**config.mk**
```make
export PLATFORM = sky130hd
export DESIGN_NAME = bcd_convert_scheduler
export DESIGN_NICKNAME = d
export VERILOG_FILES = /design/src/rtl/bcd_convert_scheduler.sv
export SDC_FILE = /design/constraint.sdc
export NUM_CORES = 1
export LEC_CHECK = 0
export ABC_AREA = 1
export BUFFER_PORTS_ARGS = -buffer_cell sky130_fd_sc_hd__buf_4
export CAP_MARGIN = 40
export CELL_PAD_IN_SITES_DETAIL_PLACEMENT = 2
export CELL_PAD_IN_SITES_GLOBAL_PLACEMENT = 2
export CORE_AREA = 2 2 91 93
export DETAILED_ROUTE_END_ITERATION = 16
export DIE_AREA = 0 0 93 95
export HOLD_SLACK_MARGIN = 0.12
export PLACE_DENSITY = 0.83
export RECOVER_POWER = 50
export SLEW_MARGIN = 15
export SYNTH_ARGS = -nofsm -noshare
export SYNTH_HDL_FRONTEND = slang
export SYNTH_SLANG_ARGS = --single-unit
```
**constraint.sdc**
```tcl
create_clock -name clk -period 2 [get_ports clk]
set_clock_uncertainty 0.05 [all_clocks]
set_input_delay 0.3 -clock clk [delete_from_list [all_inputs] [get_ports clk]]
set_output_delay 0.3 -clock clk [all_outputs]
set_load 0.1 [all_outputs]
```
**src/rtl/bcd_convert_scheduler.sv**
```systemverilog
// bcd_convert_scheduler: one sequential double-dabble binary-to-BCD converter
// shared round-robin between a score requester and a timer requester.
// Each conversion takes N_BITS SHIFT cycles followed by a single DONE cycle.
// The result is written on the edge that enters DONE, and the owner's ack
// pulses high during the DONE cycle.
module bcd_convert_scheduler #(
    parameter int unsigned N_BITS = 8
) (
    input  logic              clk,
    input  logic              rst_n,
    input  logic              req_score,
    input  logic [N_BITS-1:0] score_bin,
    input  logic              req_timer,
    input  logic [N_BITS-1:0] timer_bin,
    output logic [11:0]       score_bcd,
    output logic [11:0]       timer_bcd,
    output logic              ack_score,
    output logic              ack_timer,
    output logic              busy
);

    typedef enum logic [1:0] {
        IDLE  = 2'd0,
        SHIFT = 2'd1,
        DONE  = 2'd2
    } state_t;

    localparam logic [3:0] LAST_CNT = 4'(N_BITS - 1);

    state_t            state_q;
    logic              owner_timer_q;   // 1: current conversion belongs to timer
    logic              prefer_timer_q;  // round-robin pointer, 0 favours score
    logic [N_BITS-1:0] shreg_q;
    logic [N_BITS-1:0] shreg_d;
    logic [11:0]       bcd_q;
    logic [11:0]       bcd_adj;
    logic [11:0]       bcd_d;
    logic [3:0]        cnt_q;
    logic [11:0]       score_bcd_q;
    logic [11:0]       timer_bcd_q;
    logic              ack_score_q;
    logic              ack_timer_q;
    logic              busy_q;
    logic              grant_timer;

    // Grant the timer when it is the only requester, or when both are
    // requesting and the pointer says it is the timer's turn.
    always_comb begin
        grant_timer = req_timer && (!req_score || prefer_timer_q);
    end

    // One double-dabble step: add 3 to each nibble >= 5, then shift
    // {BCD, operand} left by one with the operand MSB entering ones[0].
    always_comb begin
        bcd_adj = bcd_q;
        for (int unsigned i = 0; i < 3; i++) begin
            if (bcd_q[4*i +: 4] >= 4'd5) begin
                bcd_adj[4*i +: 4] = bcd_q[4*i +: 4] + 4'd3;
            end
        end
        bcd_d   = (bcd_adj << 1) | 12'(shreg_q[N_BITS-1]);
        shreg_d = shreg_q << 1;
    end

    // Scheduler FSM, shared converter datapath and registered outputs.
    always_ff @(posedge clk or negedge rst_n) begin
        if (!rst_n) begin
            state_q        <= IDLE;
            owner_timer_q  <= 1'b0;
            prefer_timer_q <= 1'b0;
            shreg_q        <= '0;
            bcd_q          <= '0;
            cnt_q          <= '0;
            score_bcd_q    <= '0;
            timer_bcd_q    <= '0;
            ack_score_q    <= 1'b0;
            ack_timer_q    <= 1'b0;
            busy_q         <= 1'b0;
        end else begin
            ack_score_q <= 1'b0;
            ack_timer_q <= 1'b0;
            unique case (state_q)
                IDLE: begin
                    if (req_score || req_timer) begin
                        owner_timer_q  <= grant_timer;
                        prefer_timer_q <= !grant_timer;
                        shreg_q        <= grant_timer ? timer_bin : score_bin;
                        bcd_q          <= '0;
                        cnt_q          <= '0;
                        busy_q         <= 1'b1;
                        state_q        <= SHIFT;
                    end
                end
                SHIFT: begin
                    bcd_q   <= bcd_d;
                    shreg_q <= shreg_d;
                    cnt_q   <= cnt_q + 4'd1;
                    // The final step's result goes straight to the owner's
                    // register on the same edge that enters DONE.
                    if (cnt_q == LAST_CNT) begin
                        state_q <= DONE;
                        if (owner_timer_q) begin
                            timer_bcd_q <= bcd_d;
                            ack_timer_q <= 1'b1;
                        end else begin
                            score_bcd_q <= bcd_d;
                            ack_score_q <= 1'b1;
                        end
                    end
                end
                DONE: begin
                    busy_q  <= 1'b0;
                    state_q <= IDLE;
                end
                default: begin
                    busy_q  <= 1'b0;
                    state_q <= IDLE;
                end
            endcase
        end
    end

    assign score_bcd = score_bcd_q;
    assign timer_bcd = timer_bcd_q;
    assign ack_score = ack_score_q;
    assign ack_timer = ack_timer_q;
    assign busy      = busy_q;

endmodule

```
Word-level counts from Yosys, hierarchy flattened
Cells that the tools add are included.
{"block": "totals", "reg_bits": 55, "inputBits": 20, "output_inout_bits": 27, "word_cells": 59}
{"block": "classes", "n_addsub": 4, "magnitude_cmp": 3, "eq_ne": 4, "mux": 21, "bitwise_logic": 3, "n_reduce_logical": 13}
{"op": "$pmux 12 s2", "count": 1}
{"op": "$mux 8", "count": 2}
{"op": "$pmux 8 s2", "count": 1}
{"op": "$ge 4x3->1 const B", "count": 3}
{"op": "$mux 12", "count": 1}
{"op": "$mux 4", "count": 3}
{"op": "$or 12x1->12", "count": 1}
{"op": "$add 4x2->4 const B", "count": 2}
{"op": "$pmux 4 s2", "count": 1}
{"op": "$reduce_and 2->1", "count": 4}
{"op": "$mux 1", "count": 7}
{"op": "$reduce_and 3->1", "count": 2}
{"op": "$add 4x1->4 const B", "count": 1}
{"op": "$eq 4x3->1 const B", "count": 1}
{"op": "$mux 2", "count": 2}
{"op": "$ne 2x2->1 const B", "count": 2}
{"op": "$pmux 2 s2", "count": 1}
{"op": "$add 3x2->3 const B", "count": 1}
{"op": "$mux 3", "count": 1}
{"op": "$eq 2x1->1 const B", "count": 1}
{"op": "$logic_not 1->1", "count": 2}
{"op": "$logic_not 2->1", "count": 1}
{"op": "$logic_or 1x1->1", "count": 2}
{"op": "$not 1->1", "count": 2}
{"op": "other kinds (3)", "count": 3}

Longest topological paths before layout
{"block": "logic_depth", "word_depth": 6, "depth_mapped": 9, "depth_no_buf": 9}

Least setup slack after synthesis
OpenSTA, ideal clock, no wires.
{"block": "synth_timing", "path_type": "register -> register", "from": "reg cnt_q[0]", "to": "reg timer_bcd_q[10], in the netlist timer_bcd[10]", "setup_ns": 0.120, "t_arrival_ns": 1.195, "required_time_ns": 1.830, "setup_slack_ns": 0.635, "path_stages_with_launch": 8, "n_path_buf": 1, "synth_period_minus_slack_ns": 1.365, "cell_sequence": "dfrtp_1 ha_1 nand2_2 nor2_8 nand3_2 buf_6 nand2_1 nand2_1"}
{"block": "synth_between", "elab_chain_len": 2}
{"element": "start, declared", "line": "38", "source": "logic [3:0] cnt_q;"}
{"element": "start signal, assigned", "line": "97", "source": "cnt_q <= cnt_q + 4'd1;"}
{"element": "$eq 4x3->1", "line": "100", "source": "if (cnt_q == LAST_CNT) begin"}
{"element": "$reduce_and 3->1 (no source line)"}
{"element": "end signal, assigned", "line": "75", "source": "timer_bcd_q <= '0;"}
{"element": "end signal, assigned", "line": "103", "source": "timer_bcd_q <= bcd_d;"}
{"element": "end, declared", "line": "40", "source": "logic [11:0] timer_bcd_q;"}
No other way between the ends.
A chain may end at the register's enable or synchronous reset.

Worst setup path after layout
{"block": "layout_timing", "from": "reg state_q[1]", "to": "reg timer_bcd_q[0], in the netlist timer_bcd[0]"}
{"block": "layout_between", "elab_chain_len": 2}
{"element": "start, declared", "line": "30", "source": "state_t state_q;"}
{"element": "start signal, assigned", "line": "68", "source": "state_q <= IDLE;"}
{"element": "start signal, assigned", "line": "91", "source": "state_q <= SHIFT;"}
{"element": "start signal, assigned", "line": "101", "source": "state_q <= DONE;"}
{"element": "$eq 2x1->1", "line": "82", "source": "unique case (state_q)"}
{"element": "$reduce_and 3->1 (no source line)"}
No other way between the ends.

==> reports/results.ini <==
[worst_setup_path]
start_kind = flip-flop
arrival_ns = 1.90
worstPathMaxFanout = 22
r2r_start = state_q[1]$_DFFE_PN0P_
criticalPathCategory = reg2reg
r2r_cells = 5
cp.required_ns = 2.19
critical-path-max-stage-delay_ns = 0.40
path_buf_inv = 2
end_kind = flip-flop
crit_chain = inv_1 > nand2_2 > inv_4 > nand3_2 > o21ai_0
r2r_slack_ns = 0.29
cp_top_family = simple AND/OR/NAND/NOR gates
slowest_stage = dfrtp_1
reg2reg_to = timer_bcd[0]$_DFFE_PN0P_

[timing]
setup_violations = 0
timing.fmax_mhz = 586
tightest_slew_ns = 1.27
fin_setup_tns_ns = 0
fin_crit_sh_pct = 85.3
relSlewSlack_pct = 15.3
rsz0062_at_grt = no
hold_viol_final = 0
drv_slew = 0
finalCriticalPeriod_ns = 1.71

[clock_network]
insertion_delay_ns = 0.32
cts_tree = built
cts_buffer_depth = 2
cts_hold_buffers = 1
cts_resized = 0
cts_sinks = 55
root_buffer = clkbuf_8
cts_max_level = 2
cts_buffers = 5
path_clk_slew_ns = 0.11
cts_setup_buffers = 0

[die]
die_x_um = 93
dieArea_um2 = 8840
core_area_um2 = 7930
io_pins = 47
start_util_pct = 34.0
dieHeight_um = 95
fp-row-count = 33

[detailed_routing]
dr.pass1.iters = 4
drtIter0Drc = 92
route.antenna.remaining_nets = 0
via_per_inst = 4.86
num_vias = 2332
drc_errors = 0
wl_per_cell_um = 15.3
wl_mm = 7.35

[global_routing]
grt_usage_pct = 18.3
grt_start_max_net_pins = 56
grt_pass1_vias = 2595
gr-total-overflow = 0
grt_pass1_wl_mm = 12.6
antenna_found_initial = 0

[synthesis]
syn_avg_cell_area_um2 = 8.30
synthCells = 325
netlist_area_um2 = 2700
yosysWarnings = 0
syn_nets = 352
ys_seq_elements = 55
synth-seq-area-share_pct = 51.0
synth_top_area_share_pct = 51.0
synthTopCellsByArea = dfrtp_1 51%, nand2_1 19%, nand3_1 5.0%, inv_1 4.5%, ha_1 3.2%
synth_cell_types = 23
yosysTopAreaCell = dfrtp_1

[finish]
area_growth_pct = 18.9
multi_input_comb_area_um2 = 1120
post-route-util_pct = 40.5
fill_cells = 925
antenna_cells = 0
fin_nets = 401
drive_gt1_share_pct = 18.1
seq_area_um2 = 1380

[min_path]
hold_start = score_bin[0]
min_to = shreg_q[0]$_DFFE_PN0P_
hold_path_class = in2reg
whs_path_depth = 3

[run_status]
status = finished clean

[placement]
gp_congestion = 0.726
io_buffers = 46
hpwl_mm = 5.58

[run]
cap_violations = 0

==> kinds of logic (layout without fill, tap and decap cells) <==
kind of cell,Yosys count,count (layout),synth area share [%]
AND/OR/NAND/NOR,197,197,33.2
flip-flops,55,55,51.0
buffers and inverters,41,91,7.37
AO/OA/AOI/OAI,25,25,5.15
adder cells (fa/ha/maj),7,7,3.25
==> worst max-delay path by stage <==
stage                                 from                        end  slack (ns)  cells past startpoint
global route        state_q[1]$_DFFE_PN0P_   timer_bcd[3]$_DFFE_PN0P_        0.08                      5
CTS                 state_q[1]$_DFFE_PN0P_   timer_bcd[0]$_DFFE_PN0P_        0.24                      5
finish              state_q[1]$_DFFE_PN0P_   timer_bcd[0]$_DFFE_PN0P_        0.29                      5
floorplan             cnt_q[0]$_DFFE_PN0P_  timer_bcd[10]$_DFFE_PN0P_        0.64                      7
detailed placement  state_q[1]$_DFFE_PN0P_   timer_bcd[0]$_DFFE_PN0P_        0.25                      5
global placement    state_q[1]$_DFFE_PN0P_   timer_bcd[7]$_DFFE_PN0P_        0.41                      6
==> through the flow <==
| stage | area [um2] | hold WS (ns) | cells | setup WS, ns |
|---|---|---|---|---|
| floorplan | 2700 | -0.0456 | 325 | 0.635 |
| global placement | 3120 | 0.348 | 471 | 0.406 |
| detailed placement | 3120 | 0.358 | 471 | 0.246 |
| CTS | 3230 | 0.224 | 480 | 0.235 |
| global route | 3210 | 0.253 | 480 | 0.0795 |
| finish | 3210 | 0.224 | 480 | 0.293 |
==> cell usage after synthesis (all sizes together) <==
cell and count:
nand3b 8, ha 7, buf 7, dfrtp 55
nand4 5, inv 34, o21ai 17, a21oi 4
o22ai 3, nor2 13, o21a 1, nand2 143
nand3 28
==> registers in the layout, indices dropped and copies added, names as in the netlist <==
name	count
prefer_timer_q	1
owner_timer_q	1
state_q	2
shreg_q	8
bcd_q	12
score_bcd	12
ack_score	1
timer_bcd	12
busy	1
cnt_q	4
ack_timer	1
==> area by class of cell <==
| class | instances | share of cell area, % |
|---|---|---|
| flip-flops and latches | 55 | 42.9 |
| multi-input cells | 229 | 34.9 |
| repair buffers | 49 | 11.0 |
| inverters | 34 | 4.14 |
| well taps | 105 | 4.10 |
| clock buffers | 5 | 2.15 |
| clock inverters | 3 | 0.819 |
==> cell usage in the layout (no fill, tap or decap), types with 2 or more instances in the layout <==
cell      netlist  final
nand4_1         4      4
inv_6           0      2
nor2_1         10     10
clkbuf_2        0      5
clkbuf_8        0      5
dfrtp_1        55     55
ha_1            7      7
o21ai_2         2      2
nand3b_1        7      7
inv_4           2      2
nor2_8          2      2
nand2_1       139    140
inv_1          32     32
o21ai_0        15     15
nand3_1        27     27
a21oi_1         4      4
nand2_2         3      2
o22ai_1         3      3
buf_4           0     41
==> tightest hold or removal path, cell delays in order <==
cell and delay [ns]:
buf_4 0.08, a21oi_1 0.03, o21ai_0 0.14
==> layer usage <==
metal  global-route usage, %  wire length, um
met5                       0                0
met4                    4.41              105
met3                    2.87              212
met2                    35.3             3970
met1                    21.1             3060
Power is not shown: default switching activity piles up to over one toggle a cycle in this logic, so the estimate is an artifact.
